==> config.mk <==
export PLATFORM = sky130hd
export DESIGN_NAME = led_matrix_scan_driver
export DESIGN_NICKNAME = d
export VERILOG_FILES = /design/src/rtl/led_matrix_scan_driver.sv
export SDC_FILE = /design/constraint.sdc
export NUM_CORES = 1
export LEC_CHECK = 0
export BUFFER_PORTS_ARGS = -buffer_cell sky130_fd_sc_hd__buf_2
export CORE_ASPECT_RATIO = 1.1
export CORE_MARGIN = 1
export CORE_UTILIZATION = 55
export CTS_BUF_LIST = sky130_fd_sc_hd__clkbuf_16
export CTS_CLUSTER_SIZE = 24
export DETAILED_ROUTE_END_ITERATION = 12
export MAX_ROUTING_LAYER = met4
export PLACE_DENSITY = 0.83
export SYNTH_ARGS = -nofsm -noshare
export SYNTH_HDL_FRONTEND = slang
export SYNTH_SLANG_ARGS = --single-unit
==> constraint.sdc <==
create_clock -name iClk -period 6.3 [get_ports iClk]
set_clock_uncertainty 0.2 [all_clocks]
set_input_delay 0.63 -clock iClk [delete_from_list [all_inputs] [get_ports iClk]]
set_output_delay 0.63 -clock iClk [all_outputs]
set_load 0.01 [all_outputs]
==> src/rtl/led_matrix_scan_driver.sv <==
// Row-scanned LED matrix driver with a double-buffered frame image.
// Ports: iClk, iRst (sync, active-high), iEn, iWr_en/iWr_row/iWr_data
// (back-bank row write), iSwap (bank exchange request), oRow (one-hot
// active-high), oCol (active-low), oFrame_start, oSwap_pending,
// oSwap_done.
module led_matrix_scan_driver #(
  parameter int ROWS         = 5,
  parameter int COLS         = 5,
  parameter int DWELL_CYCLES = 1000,
  parameter int BLANK_CYCLES = 2
) (
  input  logic                    iClk,
  input  logic                    iRst,
  input  logic                    iEn,
  input  logic                    iWr_en,
  input  logic [$clog2(ROWS)-1:0] iWr_row,
  input  logic [COLS-1:0]         iWr_data,
  input  logic                    iSwap,
  output logic [ROWS-1:0]         oRow,
  output logic [COLS-1:0]         oCol,
  output logic                    oFrame_start,
  output logic                    oSwap_pending,
  output logic                    oSwap_done
);

  localparam int RW   = $clog2(ROWS);
  localparam int CMAX = (DWELL_CYCLES > BLANK_CYCLES) ?
                        DWELL_CYCLES : BLANK_CYCLES;
  localparam int CW   = (CMAX > 1) ? $clog2(CMAX) : 1;
  localparam logic [CW-1:0] DLAST = CW'(DWELL_CYCLES - 1);
  localparam logic [CW-1:0] BLAST =
    CW'((BLANK_CYCLES > 0) ? BLANK_CYCLES - 1 : 0);
  localparam logic [RW-1:0] RLAST = RW'(ROWS - 1);
  localparam bit NOBLANK = (BLANK_CYCLES == 0);

  typedef enum logic [1:0] {
    IDLE  = 2'd0,
    BLANK = 2'd1,
    DRIVE = 2'd2
  } state_t;

  state_t          state, stateNext;
  logic [RW-1:0]   rowIdx, rowNext;
  logic [CW-1:0]   cnt, cntNext;
  logic            bankPtr, ptrNext;
  logic            swapPend, pendNext;
  logic            boundary;
  logic            wrOk;
  logic [COLS-1:0] frontRow;
  logic [COLS-1:0] bank [2][ROWS];

  logic [ROWS-1:0] rowQ, rowD;
  logic [COLS-1:0] colQ, colD;
  logic            fsQ, fsD;
  logic            sdQ, sdD;

  assign wrOk = iWr_en && (int'(iWr_row) < ROWS);

  always_comb begin
    stateNext = state;
    rowNext   = rowIdx;
    cntNext   = cnt + 1'b1;
    ptrNext   = bankPtr;
    pendNext  = swapPend | iSwap;
    boundary  = 1'b0;
    sdD       = 1'b0;
    unique case (state)
      IDLE: begin
        cntNext = '0;
        rowNext = '0;
        if (iEn) stateNext = NOBLANK ? DRIVE : BLANK;
      end
      BLANK: begin
        if (cnt == BLAST) begin
          stateNext = DRIVE;
          cntNext   = '0;
        end
      end
      DRIVE: begin
        if (cnt == DLAST) begin
          stateNext = NOBLANK ? DRIVE : BLANK;
          cntNext   = '0;
          if (rowIdx == RLAST) begin
            rowNext  = '0;
            boundary = 1'b1;
          end else begin
            rowNext = rowIdx + 1'b1;
          end
        end
      end
      default: begin
        stateNext = IDLE;
        cntNext   = '0;
        rowNext   = '0;
      end
    endcase
    if (!iEn) begin
      stateNext = IDLE;
      rowNext   = '0;
      cntNext   = '0;
      boundary  = 1'b0;
    end
    if (boundary && (swapPend || iSwap)) begin
      ptrNext  = ~bankPtr;
      pendNext = 1'b0;
      sdD      = 1'b1;
    end
    // A write landing in the bank that becomes front on this very
    // edge must be visible if row 0 starts driving immediately.
    frontRow = bank[ptrNext][rowNext];
    if (wrOk && (ptrNext != bankPtr) && (iWr_row == rowNext))
      frontRow = iWr_data;
    rowD = '0;
    colD = '1;
    fsD  = 1'b0;
    if (stateNext == DRIVE) begin
      rowD = ROWS'(1) << rowNext;
      colD = ~frontRow;
      fsD  = (rowNext == '0) &&
             ((state != DRIVE) || (cnt == DLAST));
    end
  end

  always_ff @(posedge iClk) begin
    if (iRst) begin
      state    <= IDLE;
      rowIdx   <= '0;
      cnt      <= '0;
      bankPtr  <= 1'b0;
      swapPend <= 1'b0;
      rowQ     <= '0;
      colQ     <= '1;
      fsQ      <= 1'b0;
      sdQ      <= 1'b0;
      for (int r = 0; r < ROWS; r++) begin
        bank[0][r] <= '0;
        bank[1][r] <= '0;
      end
    end else begin
      state    <= stateNext;
      rowIdx   <= rowNext;
      cnt      <= cntNext;
      bankPtr  <= ptrNext;
      swapPend <= pendNext;
      rowQ     <= rowD;
      colQ     <= colD;
      fsQ      <= fsD;
      sdQ      <= sdD;
      if (wrOk) bank[~bankPtr][iWr_row] <= iWr_data;
    end
  end

  assign oRow          = rowQ;
  assign oCol          = colQ;
  assign oFrame_start  = fsQ;
  assign oSwap_pending = swapPend;
  assign oSwap_done    = sdQ;

endmodule

==> results_dict.tcl <==
set metrics [dict create \
    outcome "finished clean" \
    synth_top_flop_cell "edfxtp_1" \
    fin_crit_ps 3318 \
    power_frac_clock_pct 46.1 \
    n_fill_cell 484 \
    yosys.area.top_type "edfxtp_1" \
    crit_type "register to register" \
    insertion_delay_ps 330 \
    syn2layout_area_growth_pct 13.10 \
    clock_path_buffers 2 \
    end_kind "register" \
    layout_commonest_cell "and2_1" \
    drtIter0Drc 375 \
    hold_path.class "register to register" \
    firstDrtPassIters 5 \
    postCtsHoldBufs 0 \
    syn_inst 355 \
    ys_warn_count 0 \
    drc 0 \
    row_count 31 \
    setup_violations 0 \
    hold_slack_ps 297.8 \
    dieArea_sq_um 7197 \
    synth_edf_count 50 \
    h-tree-depth 3 \
    dp_slack_ps 3168 \
    swShare_pct 19.90 \
    clkSinkCount 79 \
    crit_required_ps 6340 \
    overflow 0 \
    seqPwrFrac_pct 50.0 \
    syn_area_per_cell_sq_um 10.63 \
    powerDensity_nw_per_um2 270.3 \
    ys_async_sr_fraction_pct 0 \
    nNetsFinal 401 \
    fin_ws_ps 2982 \
    reg2reg_slack_ps 2980 \
    io_buffers 25 \
    worstSetupStartpointType "register" \
    ys_seq_area_share_pct 55.17 \
    synth_nets 376 \
    switching_power_w 0.0002296 \
    ys_ff_latch 79 \
    grt_pass1_wl_microns 13620 \
    rsz0062_at_grt "false" \
    period_share_pct 52.66 \
    antenna_found_initial 0 \
    post_cts_resized 0 \
    antenna_cells 0 \
    grt_pass1_vias 2694 \
    peakVddDrop_v 0.0001647 \
    cts_made_buffers 9 \
    drv_slew 0 \
    die_height_microns 88.88 \
    worst-path-max-fanout 7 \
    wirelength_microns 8551 \
    setup_tns_ps 0 \
    maxSlewHeadroom_pct 29.74 \
    mostFrequentLayoutCells "51 x and2_1, 50 x edfxtp_1, 39 x nand2_1" \
    vias 2856 \
    synth_top_area_share_pct 39.79 \
    clk_pin_slew_ps 60 \
    viasPerCell 6.116 \
    postRouteAntennaNets 0 \
    grt_max_degree 23 \
    yosys-top-cells-area "edfxtp_1 40%, dfxtp_1 15%, and2_1 8.5%" \
    max_freq_ghz 0.3014 \
    p_leak_nw 1.613 \
    maxCapViolations 0 \
    worstMarginPinSlew_ps 1049 \
    hpwl_microns 5767 \
    root_buffer "clkbuf_16" \
    initial_core_util_pct 57.23 \
    pin_count 26 \
    synth_area_sq_um 3774 \
    core_sq_um 6594 \
    place_congestion 0.9120 \
    hold_violations 0 \
    comb_power_share_pct 3.9 \
    grt_usage_pct 26.86 \
    wl_per_cell_microns 18.31 \
    critPathArrivalTime_ps 3360 \
    p_int_w 0.0009241 \
    post-cts-setup-buffer-count 0 \
    cts_tree "built" \
    die_w_microns 80.98 \
    ys_types 49 \
    drive_gt1_share_pct 14.55 \
]
area by class of cell:
cell class | count | area, sq um | share of cell area, %
Clock buffer | 9 | 225.2 | 5.277
Inverter | 8 | 30.03 | 0.7036
Timing Repair Buffer | 26 | 132.6 | 3.108
Tap cell | 82 | 102.6 | 2.404
Clock inverter | 7 | 82.58 | 1.935
Multi-Input combinational cell | 256 | 1613 | 37.79
Sequential cell | 79 | 2082 | 48.78
cell usage after synthesis (all sizes together), types with 9 or more instances:
cell    count
mux2i      14
a32oi      13
edfxtp     50
dfxtp      29
nand2      39
nor2       33
clkbuf      9
and2       52
nand3       9
o21ai      12
nor3       10
or2        11
per-stage QoR:
step / cells / total power (W) / area (sq um) / utilization [%]
floorplan: 355 / 0.0006085 / 3774 / -
global placement: 451 / 0.0006293 / 3960 / 60.06
detailed placement: 451 / 0.0006305 / 3960 / 60.06
CTS: 467 / 0.001153 / 4268 / 64.72
global route: 467 / 0.001179 / 4268 / 64.72
finish: 467 / 0.001154 / 4268 / 64.72
path summary, 6_finish.rpt:
path	from	end	cells past startpoint
min reg2reg	cnt[0]	cnt[0]	1
max	cnt[0]	oCol[0]	8
min	cnt[0]	cnt[0]	1
max reg2reg	cnt[0]	oCol[0]	8
power groups by stage:
| stage | Combinational [W] | Clock [W] | Sequential [W] |
|---|---|---|---|
| 2_1_floorplan | 0.0000251 | 0 | 0.000583 |
| 3_3_place_gp | 0.0000419 | 0 | 0.000587 |
| 3_5_place_dp | 0.0000433 | 0 | 0.000587 |
| 4_1_cts | 0.0000440 | 0.000532 | 0.000577 |
| 5_1_grt | 0.0000490 | 0.000553 | 0.000578 |
| 6_report | 0.0000450 | 0.000532 | 0.000577 |
state kept, by name, indices dropped and copies added, names as in the netlist:
| name | count |
|---|---|
| bank | 50 |
| bankPtr | 1 |
| cnt | 10 |
| oCol | 5 |
| oFrame_start | 1 |
| oRow | 5 |
| oSwap_done | 1 |
| oSwap_pending | 1 |
| rowIdx | 3 |
| state | 2 |
metal layers:
| layer | vias up | part of all wire (%) | GRT usage (%) |
|---|---|---|---|
| li1 | 1325 | - | - |
| met1 | 1361 | 41 | 32.58 |
| met2 | 139 | 49 | 42.93 |
| met3 | 31 | 6.1 | 4.433 |
| met4 | 0 | 3.8 | 13.96 |
| met5 | - | 0 | - |
critical path: stages (launching register included):
cell and delay (ps):
dfxtp_1 410, ha_1 270, nand3_1 230, nor3_1 490, mux2i_1 480, nand2_1 280, nor2_1 390, a32oi_1 210
a32oi_1 260
kinds of logic (layout without fill, tap and decap cells):
logic type | after synthesis | after routing | synth area share [%]
flip-flops | 79 | 79 | 55.17
AO/OA/AOI/OAI | 47 | 47 | 8.820
adder cells (fa/ha/maj) | 8 | 8 | 2.653
AND/OR/NAND/NOR | 176 | 176 | 24.74
multiplexers | 15 | 15 | 4.012
buffers and inverters | 20 | 50 | 2.089
XOR/XNOR | 10 | 10 | 2.520
Note: power is estimated with default switching activity, not from simulation.
